## src/rtl/ahb_pkg.sv

```systemverilog
// Shared AHB-lite definitions for the hart/memory interconnect.
package ahb_pkg;

  localparam logic [1:0] HTRANS_IDLE   = 2'b00;
  localparam logic [1:0] HTRANS_NONSEQ = 2'b10;

  // Widest address any master in the SoC may present; narrower buses zero-extend.
  localparam int unsigned AHB_ADDR_MAX = 64;

  typedef struct packed {
    logic [AHB_ADDR_MAX-1:0] addr;
    logic                    write;
    logic [2:0]              size;
    logic                    excl;
  } ahb_req_t;

  function automatic int unsigned idx_w(input int unsigned n);
    return (n > 1) ? $clog2(n) : 1;
  endfunction

endpackage

```

## src/rtl/ahb_hart_mem_arbiter_rr_pick.sv

```systemverilog
// Combinational round-robin picker: first requester at or after ptr, cyclically.
module rr_pick
  import ahb_pkg::*;
#(
  parameter int unsigned N = 2,
  localparam int unsigned IW = idx_w(N)
) (
  input  logic [N-1:0]  req,
  input  logic [IW-1:0] ptr,
  output logic [N-1:0]  gnt,
  output logic [IW-1:0] idx,
  output logic          any
);

  int unsigned j;
  logic [IW-1:0] jj;

  always_comb begin
    gnt = '0;
    idx = '0;
    any = 1'b0;
    j   = 0;
    jj  = '0;
    for (int unsigned i = 0; i < N; i++) begin
      j = 32'(ptr) + i;
      if (j >= N) j = j - N;
      jj = IW'(j);
      if (!any && req[jj]) begin
        any     = 1'b1;
        gnt[jj] = 1'b1;
        idx     = jj;
      end
    end
  end

endmodule

```

## src/rtl/ahb_hart_mem_arbiter.sv

```systemverilog
// Round-robin AHB-lite arbiter sharing one memory slave between per-hart masters,
// with a one-entry hold buffer per hart for address phases that lose arbitration.
module ahb_hart_mem_arbiter
  import ahb_pkg::*;
#(
  parameter int unsigned N_PORTS = 2,
  parameter int unsigned W_ADDR  = 32,
  parameter int unsigned W_DATA  = 32
) (
  input  logic                      clk,
  input  logic                      rst_n,
  input  logic [2*N_PORTS-1:0]      src_htrans,
  input  logic [W_ADDR*N_PORTS-1:0] src_haddr,
  input  logic [N_PORTS-1:0]        src_hwrite,
  input  logic [N_PORTS-1:0]        src_hexcl,
  input  logic [3*N_PORTS-1:0]      src_hsize,
  input  logic [W_DATA*N_PORTS-1:0] src_hwdata,
  output logic [N_PORTS-1:0]        src_hready,
  output logic [N_PORTS-1:0]        src_hresp,
  output logic [N_PORTS-1:0]        src_hexokay,
  output logic [W_DATA-1:0]         src_hrdata,
  output logic [1:0]                dst_htrans,
  output logic [W_ADDR-1:0]         dst_haddr,
  output logic                      dst_hwrite,
  output logic [2:0]                dst_hsize,
  output logic                      dst_hexcl,
  output logic [7:0]                dst_hmaster,
  output logic                      dst_hready,
  output logic [W_DATA-1:0]         dst_hwdata,
  input  logic                      dst_hready_resp,
  input  logic                      dst_hresp,
  input  logic                      dst_hexokay,
  input  logic [W_DATA-1:0]         dst_hrdata
);

  localparam int unsigned IW = idx_w(N_PORTS);

  logic [N_PORTS-1:0] live, cand, pick_oh, gnt_oh, pend_v, own;
  ahb_req_t           live_req [N_PORTS];
  ahb_req_t           pend_q   [N_PORTS];
  ahb_req_t           win_req;
  logic [IW-1:0]      rr_ptr, win_idx, dp_owner, next_ptr;
  logic               any, grant, dp_valid;
  logic               unused_addr_hi;

  always_comb begin
    for (int unsigned p = 0; p < N_PORTS; p++) begin
      live[p]           = src_htrans[2*p+1] & src_hready[p];
      live_req[p].addr  = AHB_ADDR_MAX'(src_haddr[p*W_ADDR +: W_ADDR]);
      live_req[p].write = src_hwrite[p];
      live_req[p].size  = src_hsize[3*p +: 3];
      live_req[p].excl  = src_hexcl[p];
    end
  end

  // hready is low while a buffer is full, so pend_v and live never overlap per port.
  assign cand = pend_v | live;

  rr_pick #(.N(N_PORTS)) u_pick (
    .req (cand),
    .ptr (rr_ptr),
    .gnt (pick_oh),
    .idx (win_idx),
    .any (any)
  );

  assign grant    = any & dst_hready_resp;
  assign gnt_oh   = grant ? pick_oh : '0;
  assign win_req  = pend_v[win_idx] ? pend_q[win_idx] : live_req[win_idx];
  assign next_ptr = (win_idx == IW'(N_PORTS - 1)) ? '0 : win_idx + 1'b1;

  assign dst_htrans     = grant ? HTRANS_NONSEQ : HTRANS_IDLE;
  assign dst_haddr      = win_req.addr[W_ADDR-1:0];
  assign dst_hwrite     = win_req.write;
  assign dst_hsize      = win_req.size;
  assign dst_hexcl      = win_req.excl;
  assign dst_hmaster    = grant ? 8'(win_idx) : '0;
  assign dst_hready     = dst_hready_resp;
  assign dst_hwdata     = src_hwdata[32'(dp_owner)*W_DATA +: W_DATA];
  assign src_hrdata     = dst_hrdata;
  assign unused_addr_hi = ^(win_req.addr >> W_ADDR);

  always_comb begin
    for (int unsigned p = 0; p < N_PORTS; p++) begin
      own[p]         = dp_valid && (dp_owner == IW'(p));
      src_hready[p]  = own[p] ? dst_hready_resp : ~pend_v[p];
      src_hresp[p]   = own[p] & dst_hresp;
      src_hexokay[p] = own[p] ? dst_hexokay : 1'b1;
    end
  end

  always_ff @(posedge clk or negedge rst_n) begin
    if (!rst_n) begin
      rr_ptr   <= '0;
      pend_v   <= '0;
      dp_valid <= 1'b0;
      dp_owner <= '0;
      for (int unsigned p = 0; p < N_PORTS; p++) pend_q[p] <= '0;
    end else begin
      if (grant) begin
        rr_ptr   <= next_ptr;
        dp_owner <= win_idx;
        dp_valid <= 1'b1;
      end else if (dst_hready_resp) begin
        dp_valid <= 1'b0;
      end
      // A same-cycle grant beats latching, so a winning live request never fills its buffer.
      for (int unsigned p = 0; p < N_PORTS; p++) begin
        if (gnt_oh[p]) begin
          pend_v[p] <= 1'b0;
        end else if (live[p]) begin
          pend_v[p] <= 1'b1;
          pend_q[p] <= live_req[p];
        end
      end
    end
  end

`ifdef SIM_MODE
  always_ff @(posedge clk) begin
    for (int unsigned p = 0; p < N_PORTS; p++) begin
      if (rst_n && src_htrans[2*p]) begin
        $display("ahb_hart_mem_arbiter: illegal SEQ/BUSY on port %0d", p);
        $finish;
      end
    end
  end
`endif

endmodule

```

## config.mk

```make
export PLATFORM = sky130hd
export DESIGN_NAME = ahb_hart_mem_arbiter
export DESIGN_NICKNAME = d
export VERILOG_FILES = /design/src/rtl/ahb_pkg.sv /design/src/rtl/ahb_hart_mem_arbiter_rr_pick.sv /design/src/rtl/ahb_hart_mem_arbiter.sv
export SDC_FILE = /design/constraint.sdc
export NUM_CORES = 1
export LEC_CHECK = 0
export BUFFER_PORTS_ARGS = -buffer_cell sky130_fd_sc_hd__buf_2
export CAP_MARGIN = 0
export CORE_AREA = 2 2 115 117
export CTS_BUF_LIST = sky130_fd_sc_hd__clkbuf_8
export CTS_CLUSTER_SIZE = 14
export DETAILED_ROUTE_END_ITERATION = 10
export DIE_AREA = 0 0 117 119
export PLACE_DENSITY = 0.76
export SLEW_MARGIN = 0
export SYNTH_ARGS = -nofsm -noshare
export SYNTH_HDL_FRONTEND = slang
export SYNTH_SLANG_ARGS = --single-unit
export TNS_END_PERCENT = 10
```

## constraint.sdc

```tcl
create_clock -name clk -period 4.3 [get_ports clk]
set_input_delay 0.86 -clock clk [delete_from_list [all_inputs] [get_ports clk]]
set_output_delay 0.86 -clock clk [all_outputs]
set_load 0.1 [all_outputs]
```

; After elaboration in Yosys (flattened, before gate mapping)
; Index checks and enable logic that the tools add are counted.
[totals]
ff_bits = 79
latch_bits = 0
ramBits = 0
romBits = 0
input_bits = 179
out_inout_bits = 118
elab_cells = 89
n_memories = 0
[classes]
add_sub_neg = 4
mul = 0
n_div = 0
n_lt_le_gt_ge = 8
n_eq_ne = 0
shift = 1
n_mux = 39
bitwise = 13
n_reduce_logical = 11
[op_table]
columns = operator, n
row1 = $mux 37, 7
row2 = $shiftx 64x7->32, 1
row3 = $mux 1, 26
row4 = $mux 2, 4
row5 = $lt 1x2->1 const B, 3
row6 = $reduce_bool 2->1, 3
row7 = $and 1x1->1, 5
row8 = $logic_and 1x1->1, 5
row9 = $not 1->1, 5
row10 = $ge 2x2->1 const B, 2
row11 = $or 2x2->2, 2
row12 = $reduce_and 2->1, 2
row13 = $add 1x1->2 const B, 1
row14 = $demux 1 s1, 2
row15 = $ge 1x1->1 const B, 2
row16 = $ge 1x2->1 const B, 1
row17 = $not 1->2, 1
row18 = $sub 1x1->1 const B, 2
row19 = $add 1x1->1 const B, 1
row20 = $logic_not 1->1, 1

; Depth between registers and ports, before layout
; Gate-level depths: netlist (run 1).
[depth]
word_depth = 16
mapped_depth = 7
mapped_depth_nobuf = 5

; Cells and area by module
; A second synthesis (run 1) with hierarchy kept.
[unflattened]
cells_unflattened = 436
hier_area_um2 = 5107.4
[by_module_without_submodules]
columns = mod, n_inst, cells_each, area_each_um2, seq_area_each_um2
row1 = ahb_hart_mem_arbiter, 1, 431, 5074.9, 1976.9
row2 = rr_pick, 1, 5, 32.5, 0.0

; Least setup slack after synthesis (run 1)
; No wires, ideal clock.
[synth_timing]
kind = input -> output
start = input port dst_hready_resp
end = output port dst_haddr[10]
arrival_ns = 3.412
t_required_ns = 3.440
path_slack_ns = 0.028
cell_stages = 7
n_path_buf = 2
cell_sequence = nand2b_4 -> o21ai_1 -> nor3_1 -> nor3_1 -> buf_4 -> clkbuf_4 -> mux2i_1
[synth_between]
elab_chain_len = 14
elab_cells_between_ends = 24
cone_classes = mux (18) / bitwise (4) / reduce/logical (2)
[synth_rtl]
columns = item, line_no
row1 = start: declaration, ahb_hart_mem_arbiter.sv:30  ; input logic dst_hready_resp,
row2 = $mux 1, ahb_hart_mem_arbiter.sv:86  ; src_hready[p] = own[p] ? dst_hready_resp : ~pend_v[p];
row3 = $and 1x1->1, ahb_hart_mem_arbiter.sv:48  ; live[p] = src_htrans[2*p+1] & src_hready[p];
row4 = $or 2x2->2 (*), ahb_hart_mem_arbiter.sv:57  ; assign cand = pend_v | live;
row5 = $mux 1 (not written as such) (2 in a row), ahb_hart_mem_arbiter_rr_pick.sv:28  ; if (!any && req[jj]) begin
row6 = $mux 1, ahb_hart_mem_arbiter_rr_pick.sv:28
row7 = $logic_not 1->1, ahb_hart_mem_arbiter_rr_pick.sv:28
row8 = $logic_and 1x1->1, ahb_hart_mem_arbiter_rr_pick.sv:28
row9 = $mux 1 (*), ahb_hart_mem_arbiter_rr_pick.sv:28
row10 = $not 1->2 (not written as such), ahb_hart_mem_arbiter.sv:69  ; assign win_req = pend_v[win_idx] ? pend_q[win_idx] : live_req[win_idx];
row11 = $mux 37 (not written as such) (3 in a row), ahb_hart_mem_arbiter.sv:69
row12 = $mux 37 (*), ahb_hart_mem_arbiter.sv:69
row13 = end: declaration, ahb_hart_mem_arbiter.sv:23  ; output logic [W_ADDR-1:0] dst_haddr,
; Mark *: on every way between the ends. The rest lies on a longest branch, timed or not. The select of a mux whose other input is x is not followed.

; Worst setup path after layout (run 1)
[layout_timing]
start = register dp_owner
end = output port dst_haddr[2]
[layout_between]
elab_chain_len = 16
elab_cells_between_ends = 27
cone_classes = mux (18) / bitwise (5) / reduce/logical (4)
[layout_rtl]
columns = item, line_no
row1 = start: declaration, ahb_hart_mem_arbiter.sv:42  ; logic [IW-1:0] rr_ptr, win_idx, dp_owner, next_ptr;
row2 = start signal: assignment, ahb_hart_mem_arbiter.sv:102  ; dp_owner <= win_idx;
row3 = $not 1->1, ahb_hart_mem_arbiter.sv:85  ; own[p] = dp_valid && (dp_owner == IW'(p));
row4 = $logic_and 1x1->1, ahb_hart_mem_arbiter.sv:85
row5 = $mux 1, ahb_hart_mem_arbiter.sv:86
row6 = $and 1x1->1, ahb_hart_mem_arbiter.sv:48
row7 = $or 2x2->2 (*), ahb_hart_mem_arbiter.sv:57
row8 = $mux 1 (not written as such) (2 in a row), ahb_hart_mem_arbiter_rr_pick.sv:28
row9 = $mux 1, ahb_hart_mem_arbiter_rr_pick.sv:28
row10 = $logic_not 1->1, ahb_hart_mem_arbiter_rr_pick.sv:28
row11 = $logic_and 1x1->1, ahb_hart_mem_arbiter_rr_pick.sv:28
row12 = $mux 1 (*), ahb_hart_mem_arbiter_rr_pick.sv:28
row13 = $not 1->2 (not written as such), ahb_hart_mem_arbiter.sv:69
row14 = $mux 37 (not written as such) (3 in a row), ahb_hart_mem_arbiter.sv:69
row15 = $mux 37 (*), ahb_hart_mem_arbiter.sv:69
; Marked as above.

==> results of run 1 <==
==> per-stage QoR <==
step	setup WS, ps	area [µm²]	hold WS (ps)
after floorplan	28.2	5270	457
after global placement	730	6630	467
after detailed placement	674	6630	474
after CTS	437	6850	494
after global routing	315	6860	509
final	487	6860	490
==> cell usage after synthesis (2+ instances only) <==
| master | instances | area (µm²) |
|---|---|---|
| sky130_fd_sc_hd__buf_2 | 4 | 20.0 |
| sky130_fd_sc_hd__dfrtp_1 | 79 | 1980 |
| sky130_fd_sc_hd__nor2_1 | 6 | 22.5 |
| sky130_fd_sc_hd__o21ai_0 | 3 | 15.0 |
| sky130_fd_sc_hd__mux2i_1 | 111 | 1110 |
| sky130_fd_sc_hd__a21oi_1 | 3 | 15.0 |
| sky130_fd_sc_hd__nor3_1 | 3 | 15.0 |
| sky130_fd_sc_hd__buf_1 | 3 | 11.3 |
| sky130_fd_sc_hd__mux2_2 | 32 | 360 |
| sky130_fd_sc_hd__buf_4 | 44 | 330 |
| sky130_fd_sc_hd__nand2_1 | 6 | 22.5 |
| sky130_fd_sc_hd__mux2_4 | 50 | 751 |
| sky130_fd_sc_hd__inv_1 | 6 | 22.5 |
| sky130_fd_sc_hd__buf_6 | 12 | 135 |
| sky130_fd_sc_hd__or2_2 | 2 | 12.5 |
| sky130_fd_sc_hd__mux2_1 | 24 | 270 |
| sky130_fd_sc_hd__clkbuf_4 | 3 | 22.5 |
==> sequential cells by signal (all words and copies together) (netlist names) <==
name	flops
pend_q	74
pend_v	2
dp_valid	1
dp_owner	1
rr_ptr	1
==> critical path: stages (launching register included) <==
cell and delay, ps:
sky130_fd_sc_hd__dfrtp_1 410, sky130_fd_sc_hd__buf_4 400, sky130_fd_sc_hd__nand2_1 190, sky130_fd_sc_hd__nor2_1 220
sky130_fd_sc_hd__nor3_1 90, sky130_fd_sc_hd__nor3_2 140, sky130_fd_sc_hd__buf_4 370, sky130_fd_sc_hd__mux2i_1 290
sky130_fd_sc_hd__buf_2 460
==> final cells by class <==
| cell class | instances | area (µm²) | share of cell area, % |
|---|---|---|---|
| multi-input combinational | 262 | 2770 | 40.4 |
| sequential | 79 | 1980 | 28.8 |
| clock inverter | 7 | 96.3 | 1.41 |
| tap | 176 | 220 | 3.21 |
| timing repair buffer | 228 | 1640 | 23.9 |
| antenna | 4 | 10.0 | 0.146 |
| inverter | 6 | 22.5 | 0.329 |
| clock buffer | 9 | 124 | 1.81 |
==> per-layer routing <==
layer	track usage, %	up-vias	routed length (µm)
met4	12.3	0	477
met2	34.4	169	7340
met1	22.0	1910	5310
li1	-	1764	-
met3	4.73	33	832
met5	0	-	0
==> worst max-delay path by stage <==
stage,from,end,slack (ps),cells after the start
2_1_floorplan,dst_hready_resp,dst_haddr[10],30,7
3_3_place_gp,dst_hready_resp,dst_haddr[2],730,8
3_5_place_dp,dst_hready_resp,dst_haddr[2],670,8
4_1_cts,dp_owner,dst_haddr[2],440,8
5_1_grt,dp_owner,dst_haddr[2],310,8
6_report,dp_owner,dst_haddr[2],490,8
==> kinds of logic after synthesis <==
| group | after synthesis |
|---|---|
| other | 1 |
| and+or+nand+nor | 22 |
| muxes | 217 |
| AOI/OAI and AO/OA | 15 |
| DFF | 79 |
| buffers and inverters | 72 |
==> key figures, run 1 <==
Worst setup path
  – Worst r2r path cells: 6
  – Destination of the worst register-to-register timing path: pend_q[6]
  – Crit Reg-Reg Startpoint: dp_owner
  – Required time at the endpoint of the critical path: 3440 ps
  – Critical path capture point type: primary output
  – Crit path launch type: flop
  – Setup slack on the worst flop-to-flop path: 1480 ps
  – Top fanout value on the critical path: 35
  – Arrival time of the worst setup path: 2950 ps
  – Critical path class: flop to primary output

Flow run
  – Max-cap violations: 0

GRT
  – Overflow after GRT: 0
  – Number of global-route vias before repair: 4077
  – Maximum number of pins on one net before global-route repair: 80
  – GRT Total Usage: 20.1%
  – Wire length of the first global-routing pass: 21100 µm
  – Number of antenna violations at the first check in global routing: 4

Clocking
  – Clock-pin slew on the worst setup and hold paths: 80 ps
  – Hold-fix buffers at CTS: 0
  – Number of buffers inserted by post-CTS setup repair: 0
  – Number of buffers created by CTS: 9
  – Post-CTS sizing: 0
  – Cell at the root of the clock tree: sky130_fd_sc_hd__clkbuf_8
  – TritonCTS clock tree: built
  – Longest Clk Path Bufs: 2
  – Sink count of the clock tree: 79
  – Clk_lat worst skew: 360 ps
  – CTS H-tree lvls: 3

Synth
  – Cell Area, Synth: 5250 µm²
  – Post-synthesis register bit count: 79
  – Combinational family with the most area after synthesis: multiplexers
  – Number of different library cells in the post-synthesis netlist: 32
  – Multiplexer area fraction after synthesis: 47.5%
  – Number of synthesized flops with an enable pin: 0
  – Count of mapped cells out of synthesis: 406
  – Mean post-synth cell area: 12.9 µm²
  – Post-synthesis sequential area ratio: 37.7%
  – Async S/R FF share, synth: 100%
  – Simple-gate share of the synthesized area: 2.34%
  – Post-synthesis adder-cell area fraction: 0%
  – Share of the synthesized area in compound gates (AO/OA/AOI/OAI): 2.10%
  – Xor/xnor share of the synthesized area: 0%
  – Warnings from Yosys: 0
  – Most common flop cell mapped by yosys: sky130_fd_sc_hd__dfrtp_1

Timing
  – Total count of hold-check failures in the final report: 0
  – Post-layout min period: 3810 ps
  – Final Slew Violations: 0
  – Unrepaired setup endpoints after global routing: false
  – Final critical-path share of the clock period: 88.7%
  – Least-Margin Pin Slew: 993 ps
  – Tightest slew margin relative to the limit: 33.8%
  – Worst clock skew: 7.99 ps
  – Max Clk Rate: 262 MHz
  – Setup Viol. Count Final: 0
  – Post-Route Setup TNS: 0 ps

Min path
  – Path type of the worst min-delay path: flop to flop
  – Worst Hold End: pend_q[4]
  – Worst Hold Launch: pend_q[4]
  – Worst hold path depth: 1

Floorplan
  – Effective utilization at floorplan: 40.8%
  – Ports placed on the boundary: 297
  – Number of cell rows: 42
  – Die area: 13900 µm²
  – Die width: 117 µm
  – Die outline height: 119 µm
  – Core region area: 12900 µm²

Place
  – Port-buffer cells: 222
  – Dpl hpwl: 10600 µm
  – Last weighted congestion value of the routability-driven placer: 0.897
  – Cell Count Post-Placement: 751

Final layout
  – Fin nets: 765
  – Commonest non-fill, non-tap cells in the layout: 190 x sky130_fd_sc_hd__buf_2, 111 x sky130_fd_sc_hd__mux2i_1, 79 x sky130_fd_sc_hd__dfrtp_1
  – Layout overhead on the synthesized area: 30.6%
  – Number of standard cells in the final layout excluding fillers: 771
  – Fraction of layout cells with a size suffix above 1: 56.7%
  – Filler Cells Inserted: 1093
  – Most common cell after layout, fill and taps aside: sky130_fd_sc_hd__buf_2
  – Final standard cell utilization of the core: 53.2%

Drt
  – Final WL: 14000 µm
  – Number of detailed-routing iterations run before antenna repair: 4
  – Via count: 3876
  – Detailed-route vias per instance: 5.03
  – Count of routing violations after the opening detailed-route iteration: 122
  – Post-route DRC violation count: 0
  – Per-cell routed wire length: 18.1 µm
  – Number of nets still failing antenna checks after routing: 0

Outcome
  – Run status: finished, final reports clean
Power of run 1 is not shown: default switching activity piles up to over one toggle a cycle in this logic, so the estimate is an artifact.
==> inputs of run 2 (changes only) <==
- ABC_AREA: default -> 1
- PLACE_DENSITY: 0.76 -> 0.78
- SLEW_MARGIN: 0 -> 20
==> key figures, run 2 <==
Worst setup path
  – Highest-delay cell along the critical path: sky130_fd_sc_hd__buf_4
  – Most used cell, CP: sky130_fd_sc_hd__nand2_1
  – Crit path cell chain: buf_4, nand2_1, nand2_1, nand3_2, nand2_2, buf_4, nand3_1, nand2_1, nand2_1, nand2_1, buf_12
  – Arrival time of the worst setup path: 2770 ps
  – CP bufs+invs: 3
  – Required time at the endpoint of the critical path: 3440 ps
  – Critical path class: flop to primary output
  – Critical path capture point type: primary output
  – Crit Reg-Reg Startpoint: dp_owner
  – Worst setup path start: dp_owner
  – Worst path top cell family by delay: buffers and inverters
  – Critical Path Max Stage Delay: 500 ps
  – Crit path launch type: flop
  – Top fanout value on the critical path: 53

Drt
  – Detailed-route vias per instance: 5.06
  – Count of routing violations after the opening detailed-route iteration: 634
  – Number of nets still failing antenna checks after routing: 0
  – Final WL: 16800 µm
  – Post-route DRC violation count: 0
  – Per-cell routed wire length: 13.8 µm
  – Via count: 6172
  – Number of detailed-routing iterations run before antenna repair: 5

Final layout
  – Number of standard cells in the final layout excluding fillers: 1219
  – Layout overhead on the synthesized area: 29.9%
  – Fraction of layout cells with a size suffix above 1: 25.5%
  – Area used by sequential logic in the layout: 1980 µm²
  – Commonest non-fill, non-tap cells in the layout: 517 x sky130_fd_sc_hd__nand2_1, 182 x sky130_fd_sc_hd__buf_2, 151 x sky130_fd_sc_hd__nand3_1
  – Register containing the most flip-flops in the final layout: pend_q
  – Most common cell after layout, fill and taps aside: sky130_fd_sc_hd__nand2_1
  – Flip-flop count of the largest register, all copies and words added: 74
  – Area of the multi-input gates: 2830 µm²
  – Fin nets: 1211
  – Registers with the most flip-flops: pend_q x74, pend_v x2
  – Filler Cells Inserted: 1260

Synth
  – Most common flop cell mapped by yosys: sky130_fd_sc_hd__dfrtp_1
  – Top cells by area in the synthesized netlist: sky130_fd_sc_hd__dfrtp_1 36%, sky130_fd_sc_hd__nand2_1 36%, sky130_fd_sc_hd__nand3_1 14%, sky130_fd_sc_hd__buf_4 8.2%, sky130_fd_sc_hd__buf_2 2.2%
  – Post-synthesis sequential area ratio: 36.1%
  – Post-synthesis register bit count: 79
  – Number of different library cells in the post-synthesis netlist: 19
  – Warnings from Yosys: 0
  – Count of mapped cells out of synthesis: 881
  – Commonest cells post-synth: 519 x sky130_fd_sc_hd__nand2_1, 151 x sky130_fd_sc_hd__nand3_1, 79 x sky130_fd_sc_hd__dfrtp_1
  – Cell with the most instances after synthesis: sky130_fd_sc_hd__nand2_1
  – Cell Area, Synth: 5480 µm²
  – Number of synthesized flops with an enable pin: 0
  – Async S/R FF share, synth: 100%
  – Post-synth top area share: 36.1%
  – Cell type contributing the most total cell area after synthesis: sky130_fd_sc_hd__dfrtp_1
  – Mean post-synth cell area: 6.21 µm²

Clocking
  – Number of buffers inserted by post-CTS setup repair: 0
  – Cell at the root of the clock tree: sky130_fd_sc_hd__clkbuf_8
  – Post-CTS sizing: 0
  – Number of buffers created by CTS: 9
  – Longest Clk Path Bufs: 2
  – TritonCTS clock tree: built
  – CTS H-tree lvls: 3
  – Sink count of the clock tree: 79
  – Clk_lat worst skew: 350 ps
  – Clock-pin slew on the worst setup and hold paths: 80 ps
  – Hold-fix buffers at CTS: 0

Timing
  – Worst-case hold slack: 476 ps
  – Max Clk Rate: 275 MHz
  – Setup Viol. Count Final: 0
  – Final critical-path share of the clock period: 84.5%
  – Total count of hold-check failures in the final report: 0
  – Unrepaired setup endpoints after global routing: false
  – Least-Margin Pin Slew: 845 ps
  – Final Slew Violations: 0
  – Worst clock skew: 10.9 ps
  – Tightest slew margin relative to the limit: 43.5%
  – Post-layout min period: 3630 ps
  – Post-Route Setup TNS: 0 ps

Floorplan
  – Die outline height: 119 µm
  – Effective utilization at floorplan: 42.5%
  – Die area: 13900 µm²
  – Die width: 117 µm
  – Core region area: 12900 µm²
  – Number of cell rows: 42
  – Ports placed on the boundary: 297

Place
  – Last weighted congestion value of the routability-driven placer: 0.819
  – Dpl hpwl: 11100 µm
  – Cell Count Post-Placement: 1197
  – Port-buffer cells: 222

GRT
  – GRT Total Usage: 25.2%
  – Wire length of the first global-routing pass: 28000 µm
  – Maximum number of pins on one net before global-route repair: 75
  – Overflow after GRT: 0
  – Number of global-route vias before repair: 5792
  – Number of antenna violations at the first check in global routing: 6

Outcome
  – Run status: finished, final reports clean

Flow run
  – Max-cap violations: 0

Min path
  – Path type of the worst min-delay path: flop to flop
  – Worst Hold Launch: pend_q[101]
run 2: cell families (layout without fill, tap and decap cells):
kind of cell	count (synthesis)	after routing	share of synthesized area (%)
other	1	14	0.0685
buffers and inverters	117	266	12.9
AOI/OAI and AO/OA	5	5	0.503
and+or+nand+nor	679	679	50.5
DFF	79	79	36.1
run 2: path summary, 6_finish.rpt:
check	endpoint	slack, ps	cells past startpoint
worst min-delay path	pend_q[101]	480	2
worst max-delay path	dst_haddr[28]	670	11
worst min register to register	pend_q[101]	480	2
min in group asynchronous	pend_q[31]	560	1
max in group asynchronous	pend_q[21]	2970	2
worst max register to register	pend_q[33]	1060	12
run 2: worst register-to-register path, cell delays in order, from the launching register on:
cell	delay (ps)
sky130_fd_sc_hd__dfrtp_1	400
sky130_fd_sc_hd__buf_4	320
sky130_fd_sc_hd__nand2_1	190
sky130_fd_sc_hd__inv_2	130
sky130_fd_sc_hd__nand2_1	100
sky130_fd_sc_hd__nand3_2	90
sky130_fd_sc_hd__nand2_2	90
sky130_fd_sc_hd__buf_4	310
sky130_fd_sc_hd__nand3_2	160
sky130_fd_sc_hd__buf_4	410
sky130_fd_sc_hd__nand2_2	630
sky130_fd_sc_hd__nand2_1	240
sky130_fd_sc_hd__nand2_1	70
run 2: metal layers:
| metal | GRT usage, % | up-vias | share of wire, % |
|---|---|---|---|
| li1 | - | 2995 | - |
| met1 | 32.6 | 2823 | 41 |
| met4 | 9.71 | 0 | 2.0 |
| met3 | 4.68 | 26 | 8.4 |
| met5 | 0 | - | 0 |
| met2 | 41.6 | 328 | 48 |
run 2: area by class of cell:
class | count | share of cell area, %
diodes | 6 | 0.211
clock buffers | 12 | 2.32
clock inverters | 4 | 0.405
inverters | 15 | 0.827
multi-input cells | 692 | 39.7
flip-flops and latches | 79 | 27.8
well taps | 176 | 3.10
repair buffers | 235 | 25.6
run 2: through the flow:
stage                     setup WS [ps]  cell area [µm²]  util (%)
final                               666             7110      55.2
after global placement              907             6900      53.6
after detailed placement            891             6900      53.6
after CTS                           609             7100      55.1
after global routing                362             7110      55.2
after floorplan                    1030             5500         -
Power of run 2 is left out for the same reason.
==> inputs of run 3 (changes only) <==
- CORE_AREA: 2 2 115 117 -> default
- CORE_MARGIN: default -> 2
- CORE_UTILIZATION: default -> 42
- DIE_AREA: 0 0 117 119 -> default
- PLACE_DENSITY: 0.78 -> 0.79
- clock period: 4.3 -> 3.3 ns (I/O delays scaled with it)
==> key figures, run 3 (synthesis gave the netlist of run 2 again) <==
Drt
  – Post-route DRC violation count: 0
  – Per-cell routed wire length: 14.3 µm
  – Detailed-route vias per instance: 5.05
  – Count of routing violations after the opening detailed-route iteration: 524
  – Final WL: 17300 µm
  – Number of nets still failing antenna checks after routing: 0
  – Number of detailed-routing iterations run before antenna repair: 5
  – Via count: 6129

Clocking
  – CTS H-tree lvls: 3
  – Hold-fix buffers at CTS: 0
  – Sink count of the clock tree: 79
  – Post-CTS sizing: 0
  – TritonCTS clock tree: built
  – Number of buffers created by CTS: 9
  – Cell at the root of the clock tree: sky130_fd_sc_hd__clkbuf_8
  – Clock-pin slew on the worst setup and hold paths: 90 ps
  – Number of buffers inserted by post-CTS setup repair: 0
  – Longest Clk Path Bufs: 2
  – Clk_lat worst skew: 360 ps

Flow run
  – Max-cap violations: 0

Final layout
  – Filler Cells Inserted: 1261
  – Commonest non-fill, non-tap cells in the layout: 518 x sky130_fd_sc_hd__nand2_1, 182 x sky130_fd_sc_hd__buf_2, 151 x sky130_fd_sc_hd__nand3_1
  – Flip-flop count of the largest register, all copies and words added: 74
  – Registers with the most flip-flops: pend_q x74, pend_v x2
  – Layout overhead on the synthesized area: 30.6%
  – Most common cell after layout, fill and taps aside: sky130_fd_sc_hd__nand2_1
  – Fraction of layout cells with a size suffix above 1: 25.6%
  – Area of the multi-input gates: 2820 µm²
  – Register containing the most flip-flops in the final layout: pend_q
  – Number of standard cells in the final layout excluding fillers: 1214
  – Fin nets: 1215
  – Final standard cell utilization of the core: 56.5%
  – Area used by sequential logic in the layout: 1980 µm²

Worst setup path
  – Top fanout value on the critical path: 25
  – Setup slack on the worst flop-to-flop path: 790 ps
  – Critical path capture point type: primary output
  – Critical path class: flop to primary output
  – Required time at the endpoint of the critical path: 2640 ps
  – Arrival time of the worst setup path: 2460 ps
  – Crit path launch type: flop

Floorplan
  – Number of cell rows: 41
  – Die width: 118 µm
  – Effective utilization at floorplan: 43.2%
  – Die outline height: 118 µm
  – Die area: 14000 µm²
  – Core region area: 12700 µm²
  – Ports placed on the boundary: 297

Outcome
  – Run status: finished, final reports clean

GRT
  – Number of global-route vias before repair: 5844
  – Maximum number of pins on one net before global-route repair: 80
  – Number of antenna violations at the first check in global routing: 1
  – Overflow after GRT: 0
  – Wire length of the first global-routing pass: 28700 µm
  – GRT Total Usage: 25.1%

Place
  – Last weighted congestion value of the routability-driven placer: 0.816
  – Cell Count Post-Placement: 1197
  – Dpl hpwl: 11500 µm
  – Port-buffer cells: 222
  – Worst slack after detailed placement: 228 ps

Timing
  – Least-Margin Pin Slew: 855 ps
  – Final Slew Violations: 0
  – Tightest slew margin relative to the limit: 42.8%
  – Max Clk Rate: 320 MHz
  – Unrepaired setup endpoints after global routing: false
  – Setup Viol. Count Final: 0
  – Post-layout min period: 3120 ps
  – Total count of hold-check failures in the final report: 0
  – Final worst slack: 179 ps
  – Worst clock skew: 11.9 ps
  – Post-Route Setup TNS: 0 ps
  – Final critical-path share of the clock period: 94.6%

Min path
  – Path type of the worst min-delay path: input port to asynchronous set/reset pin
-- run 3: cell types whose count changed in the layout (fill, tap and decap cells not counted) --
cell | before | now
sky130_fd_sc_hd__buf_4 | 12 | 13
sky130_fd_sc_hd__buf_6 | 0 | 3
sky130_fd_sc_hd__bufinv_16 | 0 | 2
sky130_fd_sc_hd__clkbuf_8 | 12 | 9
sky130_fd_sc_hd__clkinv_2 | 1 | 4
sky130_fd_sc_hd__clkinv_4 | 1 | 0
sky130_fd_sc_hd__clkinvlp_4 | 2 | 1
sky130_fd_sc_hd__diode_2 | 6 | 1
sky130_fd_sc_hd__inv_2 | 3 | 2
sky130_fd_sc_hd__inv_4 | 1 | 2
sky130_fd_sc_hd__nand2_1 | 517 | 518
sky130_fd_sc_hd__nand2_2 | 7 | 6
-- run 3: final timing paths --
kind / startpoint / to / cells past startpoint
max: dp_owner / dst_hsize[2] / 12
min: rst_n / pend_q[33] / 1
max reg2reg: dp_owner / pend_q[0] / 12
min reg2reg: pend_q[76] / pend_q[76] / 2
max in group asynchronous: rst_n / rr_ptr / 1
min in group clk: pend_q[76] / pend_q[76] / 2
-- run 3: worst max-delay path, stage by stage (launching register included) --
cell and delay (ps):
sky130_fd_sc_hd__dfrtp_1 430, sky130_fd_sc_hd__nand2_1 130, sky130_fd_sc_hd__inv_2 80, sky130_fd_sc_hd__nand2_1 70, sky130_fd_sc_hd__nand3_2 100, sky130_fd_sc_hd__nand2_2 140, sky130_fd_sc_hd__nand2_2 100, sky130_fd_sc_hd__nand2_1 50
sky130_fd_sc_hd__nand2_1 160, sky130_fd_sc_hd__buf_4 360, sky130_fd_sc_hd__nand2_1 90, sky130_fd_sc_hd__nand2_1 160, sky130_fd_sc_hd__buf_12 200
-- run 3: routing by layer --
metal  global-route usage (%)  vias to the layer above  routed length, µm  share of wire (%)
met5                        0                        -                  0                  0
met2                     42.1                      296               8530                 49
met4                     7.23                        0                235                1.4
met1                     32.3                     2811               7190                 41
li1                         -                     3002                  -                  -
met3                     5.60                       20               1380                8.0
-- run 3: area by class of cell --
type	instances	share of cell area [%]
timing repair buffer	239	26.0
tap	172	3.01
multi-input combinational	692	39.5
clock inverter	7	1.22
antenna	1	0.0350
inverter	15	0.857
clock buffer	9	1.73
sequential	79	27.6
-- run 3: metrics by stage --
| step | instance area, µm² | hold slack (ps) |
|---|---|---|
| 2_1_floorplan | 5500 | 364 |
| 3_3_place_gp | 6930 | 453 |
| 3_5_place_dp | 6930 | 458 |
| 4_1_cts | 7140 | 478 |
| 5_1_grt | 7150 | 392 |
| 6_report | 7150 | 340 |
Power of run 3 is left out for the same reason.
